### src/rtl/mouse_pkg.sv
// Shared types and constants for the PS/2 mouse tracker.
// Byte1 field positions follow the standard 3-byte PS/2 packet.
package mouse_pkg;

   typedef enum logic [1:0] {
      WAIT_B1,
      WAIT_B2,
      WAIT_B3,
      UPDATE
   } state_t;

   localparam int B1_LEFT  = 0;
   localparam int B1_RIGHT = 1;
   localparam int B1_SYNC  = 3;
   localparam int B1_XS    = 4;
   localparam int B1_YS    = 5;
   localparam int B1_XOV   = 6;
   localparam int B1_YOV   = 7;

   localparam int H_DEF = 640;
   localparam int V_DEF = 480;

endpackage

### src/rtl/mouse_axis_update.sv
// One axis of the cursor: add a signed 9-bit delta to the current
// position and clamp the result to [0, MAX-1].
module mouse_axis_update #(
   parameter int MAX = 640
) (
   input  logic [9:0] pos,
   input  logic [8:0] delta,
   input  logic       ovf,
   input  logic       neg,
   output logic [9:0] pos_next
);

   localparam logic signed [10:0] LIM = 11'(MAX - 1);

   logic signed [10:0] d;
   logic signed [10:0] sum;

   always_comb begin
      d = ovf ? 11'sd0 : $signed({{2{delta[8]}}, delta});
      // screen Y grows downward, so the Y axis subtracts
      if (neg) d = -d;
      sum = $signed({1'b0, pos}) + d;
      if (sum < 11'sd0)
         pos_next = '0;
      else if (sum > LIM)
         pos_next = LIM[9:0];
      else
         pos_next = sum[9:0];
   end

endmodule

### src/rtl/mouse_tracker.sv
// Assembles 3-byte PS/2 mouse packets and accumulates the deltas
// into a saturated absolute cursor position.
module mouse_tracker
   import mouse_pkg::*;
#(
   parameter int H_MAX       = H_DEF,
   parameter int V_MAX       = V_DEF,
   parameter int X_INIT      = 320,
   parameter int Y_INIT      = 240,
   parameter int TIMEOUT_CYC = 1250000
) (
   input  logic       clk,
   input  logic       reset,
   input  logic [7:0] rx_data,
   input  logic       rx_done_tick,
   output logic [9:0] mouse_x,
   output logic [9:0] mouse_y,
   output logic       btn_left,
   output logic       btn_right,
   output logic       pkt_tick,
   output logic       sync_err
);

   localparam int TW = $clog2(TIMEOUT_CYC + 1);
   localparam logic [TW-1:0] TLAST = TW'(TIMEOUT_CYC - 1);

   state_t state, state_n;
   logic [TW-1:0] timer, timer_n;
   logic [7:0] b1, b1_n;
   logic [7:0] b2, b2_n;
   logic [7:0] b3, b3_n;
   logic [9:0] x_n, y_n;
   logic [9:0] x_nxt, y_nxt;
   logic bl_n, br_n, pkt_n, err_n;

   mouse_axis_update #(.MAX(H_MAX)) u_x (
      .pos      (mouse_x),
      .delta    ({b1[B1_XS], b2}),
      .ovf      (b1[B1_XOV]),
      .neg      (1'b0),
      .pos_next (x_nxt)
   );

   mouse_axis_update #(.MAX(V_MAX)) u_y (
      .pos      (mouse_y),
      .delta    ({b1[B1_YS], b3}),
      .ovf      (b1[B1_YOV]),
      .neg      (1'b1),
      .pos_next (y_nxt)
   );

   always_ff @(posedge clk or posedge reset) begin
      if (reset) begin
         state     <= WAIT_B1;
         timer     <= '0;
         b1        <= '0;
         b2        <= '0;
         b3        <= '0;
         mouse_x   <= 10'(X_INIT);
         mouse_y   <= 10'(Y_INIT);
         btn_left  <= 1'b0;
         btn_right <= 1'b0;
         pkt_tick  <= 1'b0;
         sync_err  <= 1'b0;
      end else begin
         state     <= state_n;
         timer     <= timer_n;
         b1        <= b1_n;
         b2        <= b2_n;
         b3        <= b3_n;
         mouse_x   <= x_n;
         mouse_y   <= y_n;
         btn_left  <= bl_n;
         btn_right <= br_n;
         pkt_tick  <= pkt_n;
         sync_err  <= err_n;
      end
   end

   always_comb begin
      state_n = state;
      timer_n = timer;
      b1_n    = b1;
      b2_n    = b2;
      b3_n    = b3;
      x_n     = mouse_x;
      y_n     = mouse_y;
      bl_n    = btn_left;
      br_n    = btn_right;
      pkt_n   = 1'b0;
      err_n   = 1'b0;
      unique case (state)
         WAIT_B1, UPDATE: begin
            if (state == UPDATE) begin
               x_n     = x_nxt;
               y_n     = y_nxt;
               bl_n    = b1[B1_LEFT];
               br_n    = b1[B1_RIGHT];
               pkt_n   = 1'b1;
               state_n = WAIT_B1;
            end
            if (rx_done_tick) begin
               if (rx_data[B1_SYNC]) begin
                  b1_n    = rx_data;
                  timer_n = '0;
                  state_n = WAIT_B2;
               end else begin
                  err_n = 1'b1;
               end
            end
         end
         WAIT_B2, WAIT_B3: begin
            if (rx_done_tick) begin
               timer_n = '0;
               if (state == WAIT_B2) begin
                  b2_n    = rx_data;
                  state_n = WAIT_B3;
               end else begin
                  b3_n    = rx_data;
                  state_n = UPDATE;
               end
            end else if (timer == TLAST) begin
               timer_n = '0;
               err_n   = 1'b1;
               state_n = WAIT_B1;
            end else begin
               timer_n = timer + 1'b1;
            end
         end
         default: state_n = WAIT_B1;
      endcase
   end

endmodule
### config.mk
export PLATFORM = sky130hd
export DESIGN_NAME = mouse_tracker
export DESIGN_NICKNAME = d
export VERILOG_FILES = /design/src/rtl/mouse_pkg.sv /design/src/rtl/mouse_axis_update.sv /design/src/rtl/mouse_tracker.sv
export SDC_FILE = /design/constraint.sdc
export NUM_CORES = 1
export LEC_CHECK = 0
export ABC_AREA = 1
export BUFFER_PORTS_ARGS = -buffer_cell sky130_fd_sc_hd__buf_2
export CORE_UTILIZATION = 35
export DETAILED_ROUTE_END_ITERATION = 16
export SYNTH_ARGS = -nofsm -noshare
export SYNTH_HDL_FRONTEND = slang
export SYNTH_SLANG_ARGS = --single-unit
### constraint.sdc
create_clock -name clk -period 1.95 [get_ports clk]
set_input_delay 0.39 -clock clk [delete_from_list [all_inputs] [get_ports clk]]
set_output_delay 0.39 -clock clk [all_outputs]
set_load 0.01 [all_outputs]
==> run metrics <==
fill count roughly 1,100; Initial DRC Count approximately 300; status finished, violations left; multiplexer share of the synthesized area 0; Pwr Total about 12 mW; switch share 0.460; largest cells by area after synthesis dfrtp_1 (35%), nand2_1 (18%), inv_1 (8.2%); library cells used by synthesis 38; final core occ 0.506; worst hold path class in2async; failing checks setup timing; Async SR Flop Fraction 1.00; sequential power share 0.198; global placer's final weighted congestion between 0.8 and 0.9; LEAKAGE 3.12 nW; M1 GR Usage 0.234; clock skew 10.0 ps; die extent in x approximately 120 um; vias in the first global route about 4,300; Worst Hold Slack between 150 and 200 ps; area of the core 12,600 sq um; area delta synth->final 41.5%; clock latency on the worst-skew pair 340 ps; CP Capture Type register; first-pass GRT wire length 19,700 um; Synth Area in Adders 0.0813; Initial Utilization 0.358; clock group share of total power 0.131; Synth Area in XOR/XNOR 0.0292; mean post-synth cell area just over 7 sq um; # rows 41; initial antenna violation count 0; Final period util 1.05; dpl hpwl approximately 8500 um; CTS Hold Bufs 0; CTS buffer count 9; Final Max Tran Viols 0; # IOs 35; CTS tree built; GR Util met3 0.0474; GRT Residual Overflow 0; kind of critical path reg2reg; Comb pwr share 0.671; GRT busiest layer met2; clock buffer depth 2; root buffer cell clkbuf_16; ys flop type dfrtp_1; Die ar. ~13,000 sq um; WL/cell around 13 um; maximum ir drop on the vdd rail approximately 0.7 mV; met2 Track Usage GR 0.324; Clk pin slew, worst setup/hold paths approximately 60 ps; layout cells sized above 1 0.381; DP Area about 5300 sq um; final worst slack -103 ps; Max-cap violations 0; Final min period between 2000 and 2500 ps; Pwr per Cell Area ~1900 nW/um^2; Final Routed Wirelength 12,100 um; register area share after synthesis 0.386; Switch Pwr between 5 and 6 mW; PortBufs 34; unrepaired setup endpoints after global routing true; largest family of logic cells by synthesized area simple AND/OR/NAND/NOR gates; Pre-antenna DRT Iters 7; global-route usage over all layers 0.189; Worst Setup Start Kind register; setup violators final 19; via-per-instance ratio between 4 and 5; Post-DRT Antenna Nets 0; Worst Tran Pin Value around 470 ps; DR vias between 4,000 and 5,000; required time of the critical path ~2200 ps; Hold Vio Cnt, Final 0; largest fanout on the critical path 7; largest net degree at the start of global routing 37; internal power ~6.5 mW; WP data arrival between 2000 and 2500 ps; Seq cells post-synth 69; Final nets 779; f_max approximately 0.5 GHz; R2R cell count 14; Yosys top cell by area dfrtp_1; simple-gate share of the synthesized area 0.336; DRC 0; Clock Sinks 69; post-synthesis compound-gate area fraction 0.0782; top cell type's share of synthesized area 0.351; Mapped Area approximately 4500 sq um; pre-CTS setup slack -272 ps; EDFF count, synth 0; Gate Count Post-Synth roughly 630; worst slew margin relative to its limit 0.684; syn_nets between 600 and 700; H-tree depth 3; Ys Warns 0; Die Ht 115 um; final instance area approximately 6400 sq um
power by group through the flow:
stage / clock network, mW / logic (mW) / registers [mW]
after CTS: 1.61 / 6.89 / 2.31
after global placement: 0 / 5.78 / 2.25
after global routing: 1.68 / 8.84 / 2.43
after detailed placement: 0 / 5.85 / 2.27
after floorplan: 0 / 3.60 / 2.28
final: 1.58 / 8.06 / 2.38
layout by cell type (no fill, tap or decap), drive strengths merged:
cell and n:
nand2 219, buf 108, inv 100, dfrtp 63
nor2 57, nand3 44, o21ai 38, ha 26
nand4 14, a21oi 14, clkbuf 11, xor2 10
dfstp 6, nor3 6, xnor2 5, o22ai 5
clkinvlp 3, clkinv 3, nand3b 2, fa 2
o21bai 2, or2 2, diode 1, a21o 1
nor4 1, o211ai 1, o31ai 1, a211oi 1
final timing paths:
| kind | start | endpoint | slack [ps] |
|---|---|---|---|
| min in group clk | rx_data[6] | b1[6]$_DFFE_PP0P_ | 280 |
| min | reset | timer[7]$_DFFE_PP0P_ | 180 |
| max | b1[6]$_DFFE_PP0P_ | mouse_x[0]$_DFFE_PP0P_ | -100 |
| max in group asynchronous | reset | mouse_x[8]$_DFFE_PP1P_ | 1400 |
| min reg2reg | btn_left$_DFFE_PP0P_ | btn_left$_DFFE_PP0P_ | 480 |
| max reg2reg | b1[6]$_DFFE_PP0P_ | mouse_x[0]$_DFFE_PP0P_ | -100 |
worst max-delay path, stage by stage (launching register included):
cell	delay, ps
dfrtp_2	450
buf_6	160
nor2_4	120
ha_4	230
nand2_4	70
inv_2	30
nand2_1	60
nand2_2	70
nand2_2	60
nand4_1	190
nand2_2	180
nand3_4	150
nand2_1	100
nand2_1	50
nand2_1	70
synth_stat cells, drive strengths merged (2+ instances only):
cell type / n
a21oi: 14
buf: 3
clkbuf: 3
dfrtp: 63
dfstp: 6
fa: 2
ha: 26
inv: 99
nand2: 219
nand3: 44
nand3b: 2
nand4: 14
nor2: 57
nor3: 6
o21ai: 38
o21bai: 2
o22ai: 5
or2: 2
xnor2: 5
xor2: 10
repair_timing:
item,in CTS,in global routing
setup buffers,6,8
endpoints found under the hold margin,0,0
pin swaps,28,49
endpoints found under the setup margin,19,24
cloned,1,0
gates resized for setup,71,82
cells by family (layout without fill, tap and decap cells):
family / count (synthesis) / count (layout)
DFF: 69 / 69
xor gates and xnor gates: 15 / 15
AOI/OAI and AO/OA: 63 / 63
and+or+nand+nor: 345 / 345
adders and majority gates: 28 / 28
other: 0 / 1
buffers and inverters: 106 / 225
metal layers:
layer  up-vias  wire [um]
met1      2116       5360
met4         0        195
met2        53       6160
li1       2210          -
met3        14        344
met5         -          0
flip-flops by register name (all words and copies together), names as in the netlist, 2 cells and up:
register and flops:
b2 8, state 2, mouse_x 10, mouse_y 10, b1 6, timer 21
b3 8
metrics by stage:
| step | TNS [ps] | std cells |
|---|---|---|
| 3_5_place_dp | -3810 | 886 |
| 3_3_place_gp | -3010 | 886 |
| 4_1_cts | -1380 | 909 |
| 6_report | -1270 | 918 |
| 2_1_floorplan | -398 | 626 |
| 5_1_grt | -3460 | 917 |
area by class of cell:
class / instances / area (sq um) / area share
sequential: 69 / 1740 / 0.273
timing repair buffer: 108 / 737 / 0.116
multi-input combinational: 451 / 2990 / 0.470
tap: 172 / 215 / 0.0338
clock buffer: 11 / 253 / 0.0397
timing repair inverter: 1 / 6.26 / 0.000983
inverter: 100 / 389 / 0.0612
antenna: 1 / 2.50 / 0.000393
clock inverter: 5 / 33.8 / 0.00531
Power figures use the tool's default switching activity.
